===== src/rtl/pipe_hazard_unit.sv =====
// pipe_hazard_unit
//   Hazard tracker for the in-order pipeline. Every instruction that leaves
//   ID is recorded in a STAGES-deep in-flight tracker (0 = EX, 1 = MEM, ...).
//   For each source operand of the instruction in ID the unit chooses one of
//   three outcomes: read the register file, forward from a younger stage, or
//   stall. It also handles a global freeze (hold), a branch flush, and keeps
//   a saturating count of stall cycles.
//
// Ports
//   clk, rst               clock; synchronous active-high reset
//   id_valid               ID holds a real instruction
//   id_rs1/id_rs2(_en)     source registers and their read enables
//   id_rd, id_we, id_load  destination, write enable, load flag of ID instr
//   hold                   freeze: tracker and stall_cnt keep their values
//   flush                  ID instruction is wrong-path; dropped, never stalls
//   stage_data             result of stage i on [i*XLEN +: XLEN]
//   fwd_a/b_sel            0 = register file, i+1 = stage i
//   fwd_a/b_data           forwarded value, 0 when sel = 0
//   stall_id               hold IF/ID and insert a bubble into EX
//   stall_cnt              saturating count of stall cycles

// Per-operand resolver: finds the youngest matching writer and decides
// forward / stall / register file for one source operand.
module pipe_hazard_opnd #(
   parameter int XLEN     = 32,
   parameter int REG_AW   = 5,
   parameter int STAGES   = 3,
   parameter int LOAD_RDY = 1,
   parameter int SEL_W    = $clog2(STAGES + 1)
) (
   input  logic                             en,
   input  logic [REG_AW-1:0]                rs,
   input  logic [STAGES-1:0]                ent_wr,
   input  logic [STAGES-1:0][REG_AW-1:0]    ent_rd,
   input  logic [STAGES-1:0]                ent_load,
   input  logic [STAGES-1:0][XLEN-1:0]      sd,
   output logic [SEL_W-1:0]                 sel,
   output logic [XLEN-1:0]                  data,
   output logic                             stall_req
);

   logic found;

   always_comb begin
      sel       = '0;
      data      = '0;
      stall_req = 1'b0;
      found     = 1'b0;
      // Scan from youngest (EX) outward; the first hit shadows older ones.
      for (int i = 0; i < STAGES; i++) begin
         if (!found && en && (rs != '0) && ent_wr[i] && (ent_rd[i] == rs)) begin
            found = 1'b1;
            if (!ent_load[i] || (i >= LOAD_RDY)) begin
               sel  = SEL_W'(i + 1);
               data = sd[i];
            end else begin
               stall_req = 1'b1;
            end
         end
      end
   end

endmodule

module pipe_hazard_unit #(
   parameter int XLEN     = 32,
   parameter int REG_AW   = 5,
   parameter int STAGES   = 3,
   parameter int LOAD_RDY = 1,
   parameter int SEL_W    = $clog2(STAGES + 1)
) (
   input  logic                     clk,
   input  logic                     rst,
   input  logic                     id_valid,
   input  logic [REG_AW-1:0]        id_rs1,
   input  logic [REG_AW-1:0]        id_rs2,
   input  logic                     id_rs1_en,
   input  logic                     id_rs2_en,
   input  logic [REG_AW-1:0]        id_rd,
   input  logic                     id_we,
   input  logic                     id_load,
   input  logic                     hold,
   input  logic                     flush,
   input  logic [STAGES*XLEN-1:0]   stage_data,
   output logic [SEL_W-1:0]         fwd_a_sel,
   output logic [SEL_W-1:0]         fwd_b_sel,
   output logic [XLEN-1:0]          fwd_a_data,
   output logic [XLEN-1:0]          fwd_b_data,
   output logic                     stall_id,
   output logic [31:0]              stall_cnt
);

   // Tracker state; only the valid bits need reset.
   logic [STAGES-1:0]               vld_pipe;
   logic [STAGES-1:0][REG_AW-1:0]   ent_rd;
   logic [STAGES-1:0]               ent_we;
   logic [STAGES-1:0]               ent_load;
   logic [STAGES-1:0]               ent_wr;

   logic [STAGES-1:0][XLEN-1:0]     sd;
   logic [1:0][REG_AW-1:0]          op_rs;
   logic [1:0]                      op_en;
   logic [1:0][SEL_W-1:0]           op_sel;
   logic [1:0][XLEN-1:0]            op_data;
   logic [1:0]                      op_stall;
   logic                            id_push;

   assign sd = stage_data;

   // An entry writing x0 never counts as a producer.
   always_comb begin
      for (int i = 0; i < STAGES; i++)
         ent_wr[i] = vld_pipe[i] & ent_we[i] & (ent_rd[i] != '0);
   end

   assign op_rs = {id_rs2, id_rs1};
   assign op_en = {id_rs2_en & id_valid, id_rs1_en & id_valid};

   genvar g;
   generate
      for (g = 0; g < 2; g++) begin : g_opnd
         pipe_hazard_opnd #(
            .XLEN(XLEN), .REG_AW(REG_AW), .STAGES(STAGES),
            .LOAD_RDY(LOAD_RDY), .SEL_W(SEL_W)
         ) u_opnd (
            .en       (op_en[g]),
            .rs       (op_rs[g]),
            .ent_wr   (ent_wr),
            .ent_rd   (ent_rd),
            .ent_load (ent_load),
            .sd       (sd),
            .sel      (op_sel[g]),
            .data     (op_data[g]),
            .stall_req(op_stall[g])
         );
      end
   endgenerate

   assign fwd_a_sel  = op_sel[0];
   assign fwd_b_sel  = op_sel[1];
   assign fwd_a_data = op_data[0];
   assign fwd_b_data = op_data[1];

   // Flush beats stall (wrong-path instr is dropped anyway); hold freezes
   // everything, so a stall only takes effect on the cycle hold drops.
   assign stall_id = (|op_stall) & ~flush & ~hold;
   assign id_push  = id_valid & ~flush & ~stall_id;

   always_ff @(posedge clk) begin
      if (rst) begin
         vld_pipe  <= '0;
         stall_cnt <= '0;
      end else if (!hold) begin
         for (int i = STAGES - 1; i > 0; i--) begin
            vld_pipe[i] <= vld_pipe[i-1];
            ent_rd[i]   <= ent_rd[i-1];
            ent_we[i]   <= ent_we[i-1];
            ent_load[i] <= ent_load[i-1];
         end
         vld_pipe[0] <= id_push;
         ent_rd[0]   <= id_rd;
         ent_we[0]   <= id_we;
         ent_load[0] <= id_load;
         if (stall_id && (stall_cnt != 32'hFFFF_FFFF))
            stall_cnt <= stall_cnt + 32'd1;
      end
   end

endmodule


===== config.mk =====
export PLATFORM = sky130hd
export DESIGN_NAME = pipe_hazard_unit
export DESIGN_NICKNAME = d
export VERILOG_FILES = /design/src/rtl/pipe_hazard_unit.sv
export SDC_FILE = /design/constraint.sdc
export NUM_CORES = 1
export LEC_CHECK = 0
export BUFFER_PORTS_ARGS = -buffer_cell sky130_fd_sc_hd__buf_2
export CAP_MARGIN = 20
export CORE_AREA = 2 2 105 107
export DETAILED_ROUTE_END_ITERATION = 8
export DIE_AREA = 0 0 107 109
export PLACE_DENSITY = 0.83
export RECOVER_POWER = 25
export SYNTH_ARGS = -nofsm -noshare
export SYNTH_HDL_FRONTEND = slang
export SYNTH_SLANG_ARGS = --single-unit

===== constraint.sdc =====
create_clock -name clk -period 3.4 [get_ports clk]
set_input_delay 0.68 -clock clk [delete_from_list [all_inputs] [get_ports clk]]
set_output_delay 0.68 -clock clk [all_outputs]
set_load 0.05 [all_outputs]

Yosys cells after proc, flatten, opt, wreduce, memory -nomap -nowiden --
Index checks and enable logic that the tools add are counted.
Storage, ports and cells: flip-flop bits (word level) 54, bits in latches 0, memory bits (writable) 0, bits in read-only memories 0, input bits 120, output and inout bits 101, word-level logic and storage cells 87, memories kept 0
Cells by class: add/subtract/negate cells 1, $mul 0, div/mod/pow operators 0, order comparisons 0, equal/unequal tests 7, shift-type cells 0, muxes and demuxes 21, bitwise gates (word level) 16, reductions and logical operators 35
Operator list (count):
- two-way mux 32 bit | 7
- adder 32 x 1 -> 32 bit, second input constant | 1
- != test 32 bit, second input constant | 1
- == test 5 bit | 6
- nonzero test 5 bit | 5
- logical AND 1 bit | 23
- bitwise AND 1 bit | 12
- two-way mux 2 bit | 5
- two-way mux 1 bit | 9
- logical NOT 1 bit | 4
- NOT 1 bit | 4
- AND reduction 2 bit | 2
- OR reduction 2 bit | 1

Logic depth before layout (Yosys ltp) --
depth after elaboration 17, mapped depth 8

Modules after synthesis --
From an unflattened synthesis, not the netlist that was laid out.
Second synthesis, totals: cell total of the unflattened synthesis 639, area total of the unflattened synthesis 5246.3 um2
By module, submodules not included:
- pipe_hazard_opnd | times used 2, cells each 189, area an instance 1331.3 um2, seq. area each 0.0 um2
- pipe_hazard_unit | times used 1, cells each 261, area an instance 2583.7 um2, seq. area each 1331.3 um2

Worst setup path after synthesis --
Ideal clock, no wire load.
path kind input -> output, start input id_rs1[1], end output fwd_a_data[10], data arrival time 2626 ps, required time 2720 ps, setup slack 94 ps, stages on the path 8, buffers on the path 3, cell sequence buf_6 xor2_1 or3_1 nor4_4 nor2b_1 clkbuf_1 buf_2 a221o_1
On the way: longest elaborated chain between the ends 17, elaborated cells between the ends (all ways) 22, those cells by class 3 x eq/ne; 5 x mux; 14 x reduce/logical
RTL lines:
- from (decl) | line 75 | input logic [REG_AW-1:0] id_rs1,
- nonzero test 5 bit | line 51 | if (!found && en && (rs != '0) && ent_wr[i] && (ent_rd[i] == rs)) begin
- logical AND 1 bit (3 in series) | line 51
- two-way mux 1 bit | line 51
- logical NOT 1 bit | line 51
- logical AND 1 bit (4 in series) | line 51
- two-way mux 1 bit | line 51
- logical NOT 1 bit | line 51
- logical AND 1 bit (4 in series) | line 51
- two-way mux 32 bit (*) | line 51
- to (decl) | line 87 | output logic [XLEN-1:0] fwd_a_data,
Every way passes the cells marked *; elsewhere a longest branch is shown, timed or not.

Final worst setup path --
start register ent_rd[11] (netlist name), end output fwd_b_sel[1]
On the way: longest elaborated chain between the ends 5, elaborated cells between the ends (all ways) 6, those cells by class 1 x eq/ne; 1 x mux; 1 x bitwise; 3 x reduce/logical
RTL lines:
- from (decl) | line 95 | logic [STAGES-1:0][REG_AW-1:0] ent_rd;
- from (signal, indexed assignment) | line 156 | ent_rd[i] <= ent_rd[i-1];
- nonzero test 5 bit | line 113 | ent_wr[i] = vld_pipe[i] & ent_we[i] & (ent_rd[i] != '0);
- bitwise AND 1 bit | line 113
- logical AND 1 bit | line 51
- logical AND 1 bit (*) | line 51
- two-way mux 2 bit (*) | line 51
- to (decl) | line 86 | output logic [SEL_W-1:0] fwd_b_sel,
Marked as above.

==> flow_summary_export.csv <==
group,metric,value,unit
finish,drive_gt1_frac,0.392,
power_and_ir_drop,seqPwrFrac,0.559,
timing,hold_viol_final,0,
die,die_w,107,microns
worst_setup_path,worstPathMaxFanout,17,
synth,synth_nets,617,
synth,synthesis.area,4130,sq um
clocking,cts_root_buf,"clkbuf_8",
global_routing,grt_pass1_vias,4104,
die,start_util,0.389,
synth,synth.area.top_cells,"dfxtp_1 17%, edfxtp_1 14%, a221o_1 7.8%, nand2_1 6.9%, a22oi_1 6.0%",
power_and_ir_drop,p_sw,307,uW
synth,synth_commonest_cells,"76 x nand2_1, 35 x dfxtp_1, 34 x and3_1, 33 x a22oi_1, 32 x a221o_1",
worst_setup_path,r2r-start,"ent_rd[1]$_DFFE_PP_",
global_routing,grtUsageTotal,0.208,
worst_setup_path,slowest_delay,0.55,ns
synth,synth_top_cell_area_share,0.170,
synth,synth_cell_types,48,
worst_setup_path,endpoint_kind,"primary output",
synth,synthArstFlopShare,0,
global_routing,grt_pass1_wl,19.8,mm
route,final_antenna_net_count,0,
route,first_iter_violations,500,
power_and_ir_drop,swShare,0.248,
min_path,min_from,"ent_rd[6]$_DFFE_PP_",
die,die-area,11700,sq um
route,drt-total-wl,13.9,mm
clocking,cts_buffer_depth,2,
route,drc,0,
die,coreArea,10600,sq um
clocking,cts_sinks,54,
min_path,hp-class,"reg -> reg",
finish,design_area,5830,sq um
timing,rsz0062_at_grt,"true",
worst_setup_path,path_class,"reg -> out",
synth,synth_edf_count,19,
synth,yosysTopAreaCell,"dfxtp_1",
synth,ys_seq_area_frac,0.308,
global_routing,grt.met2_usage,0.362,
die,rows,38,
synth,synth.most_common_cell,"nand2_1",
worst_setup_path,start_kind,"register",
worst_setup_path,reg2reg_slack,0.75,ns
global_routing,grt_start_max_net_pins,43,
worst_setup_path,r2r_end,"stall_cnt[10]$_SDFFE_PP0P_",
finish,num-fill-cells,993,
synth,avgSynthCellArea,8.32,sq um
power_and_ir_drop,pwr-share-comb,0.151,
synth,synth_flop_cell,"dfxtp_1",
worst_setup_path,worstPathCellList,"or4_1 -> o211ai_1 -> nor4_1 -> nor4bb_4 -> buf_4 -> clkbuf_16 -> or2_2 -> clkbuf_4",
global_routing,grt-busiest-layer,"met2",
global_routing,grtUsageMet3,0.0275,
worst_setup_path,critical_path.slowest_cell,"or4_1",
timing,period_share,0.991,
route,avgViaCountPerCell,5.65,
worst_setup_path,critPathArrivalTime,2.69,ns
clocking,cts_tree,"built",
global_routing,grt_remaining_overflow,0,
timing,report.final.slew_viol_count,0,
min_path,worstHoldEndpoint,"ent_rd[11]$_DFFE_PP_",
timing,fin_crit,3.37,ns
timing,skew,0.00715,ns
die,io_pins,221,
place,hpwlAfterDp,10.2,mm
timing,setup_viol,0,
timing,worst_pin_slew,0.753,ns
place,gp_congestion,0.971,
synth,synth_warnings,0,
clocking,ctsHoldBuffers,0,
power_and_ir_drop,pwr-share-clk,0.290,
clocking,worstSkewPairLatency,0.31,ns
power_and_ir_drop,powerDensity,212,nW/um^2
min_path,hold_path_depth,0,
synth,synthCells,496,
outcome,status,"finished clean",
place,place_ws,0.129,ns
worst_setup_path,reg2regPathDepth,8,
clocking,cts-htree-levels,2,
route,via_count,4868,
worst_setup_path,cp.required,2.72,ns
power_and_ir_drop,p_leak,2.70,nW
finish,nets,840,
power_and_ir_drop,p_int,931,uW
global_routing,use_met1,0.256,
finish,final_core_util,0.550,
power_and_ir_drop,max-vdd-ir-drop,0.349,mV
finish,area_delta_synth_final,41.3,%
route,drtPass1Iterations,8,
global_routing,antenna_found_initial,3,
clocking,cts_made_buffers,5,
place,place_area,5460,sq um
clocking,clk_pin_slew,0.08,ns
synth,ys_seq_elements,54,
timing,fmax,0.297,GHz
die,die_h,109,microns
timing,fin_ws,0.0301,ns
job,maxCapViolCount,0,
timing,slew_headroom,0.498,
route,wire_per_inst,16.1,microns
place,io_buffers,220,
-- metal layers --
layer / vias to the layer above / wire (microns)
met5: - / 0
met4: 0 / 414
met3: 25 / 806
met2: 224 / 7170
met1: 2271 / 5480
li1: 2348 / -
-- state kept, by name, summed over array words and instances (netlist names) --
register	count
ent_we	3
ent_rd	15
vld_pipe	3
ent_load	1
stall_cnt	32
-- cell families (layout without fill, tap and decap cells) --
group | after synthesis | after routing | synth area share
and+or+nand+nor | 235 | 235 | 0.310
AOI/OAI and AO/OA | 121 | 121 | 0.235
DFF | 54 | 54 | 0.308
buffers and inverters | 44 | 267 | 0.0531
xor gates and xnor gates | 33 | 33 | 0.0701
muxes | 8 | 8 | 0.0209
adders and majority gates | 1 | 1 | 0.00303
other | 0 | 3 | 0
-- worst max-delay path by stage --
stage                               startpoint              to
after floorplan                      id_rs1[1]  fwd_a_data[10]
after global placement               id_rs1[0]   fwd_a_data[0]
after detailed placement             id_rs1[0]  fwd_a_data[10]
after CTS                  ent_rd[3]$_DFFE_PP_  fwd_b_data[25]
after global routing      ent_rd[11]$_DFFE_PP_    fwd_b_sel[1]
final                     ent_rd[11]$_DFFE_PP_    fwd_b_sel[1]
-- area by class of cell --
cell class                 instances  area, sq um  share of cell area
timing repair buffer             251         1590               0.273
clock buffer                       7         86.3              0.0148
tap                              140          175              0.0300
sequential                        54         1270               0.218
inverter                           9         33.8             0.00579
antenna                            3         7.51             0.00129
multi-input combinational        398         2670               0.458
-- through the flow --
step / hold WS (ns) / setup TNS, ns / std cells / total power [mW]
2_1_floorplan: 0.427 / 0 / 496 / 0.769
3_3_place_gp: 0.466 / 0 / 839 / 0.880
3_5_place_dp: 0.484 / 0 / 839 / 0.882
4_1_cts: 0.505 / 0 / 847 / 1.24
5_1_grt: 0.500 / -1.77 / 862 / 1.29
6_report: 0.491 / 0 / 862 / 1.24
-- worst max-delay path: cells and delay by family (launching register included) --
kind	cells	cell delay, ns
AOI/OAI and AO/OA	1	0.30
DFF	1	0.42
and+or+nand+nor	4	1.10
buffers and inverters	3	0.55
-- power by group through the flow --
stage,logic [mW],registers [mW],clock network (mW)
2_1_floorplan,0.0639,0.705,0
3_3_place_gp,0.172,0.709,0
3_5_place_dp,0.173,0.709,0
4_1_cts,0.176,0.693,0.370
5_1_grt,0.200,0.694,0.396
6_report,0.186,0.692,0.359
-- cells in the final DEF, fill, tap and decap left out, drive strengths merged, types with 2 or more instances in the layout --
cell type / synthesis / layout
or2: 5 / 5
xor2: 16 / 16
or3: 12 / 12
nor4: 9 / 9
or4: 18 / 18
o31ai: 15 / 15
o21ai: 10 / 10
nand4: 14 / 14
edfxtp: 19 / 19
diode: 0 / 3
a21oi: 22 / 22
a22oi: 34 / 34
and3: 34 / 34
o211ai: 6 / 6
a221o: 32 / 32
nand3: 16 / 16
nor2b: 7 / 7
mux2i: 3 / 3
dfxtp: 35 / 35
xnor2: 17 / 17
nor3b: 2 / 2
nor2: 29 / 29
nor3: 9 / 9
nand2: 76 / 76
inv: 9 / 9
clkbuf: 13 / 36
mux2: 5 / 5
buf: 22 / 222
-- repair_timing --
action,in CTS,in global routing
endpoints found under the hold margin,0,0
resized for setup,7,73
cloned,0,1
endpoints found under the setup margin,28,68
buffers inserted,1,11
pin swaps,0,4
Power figures use the tool's default switching activity.
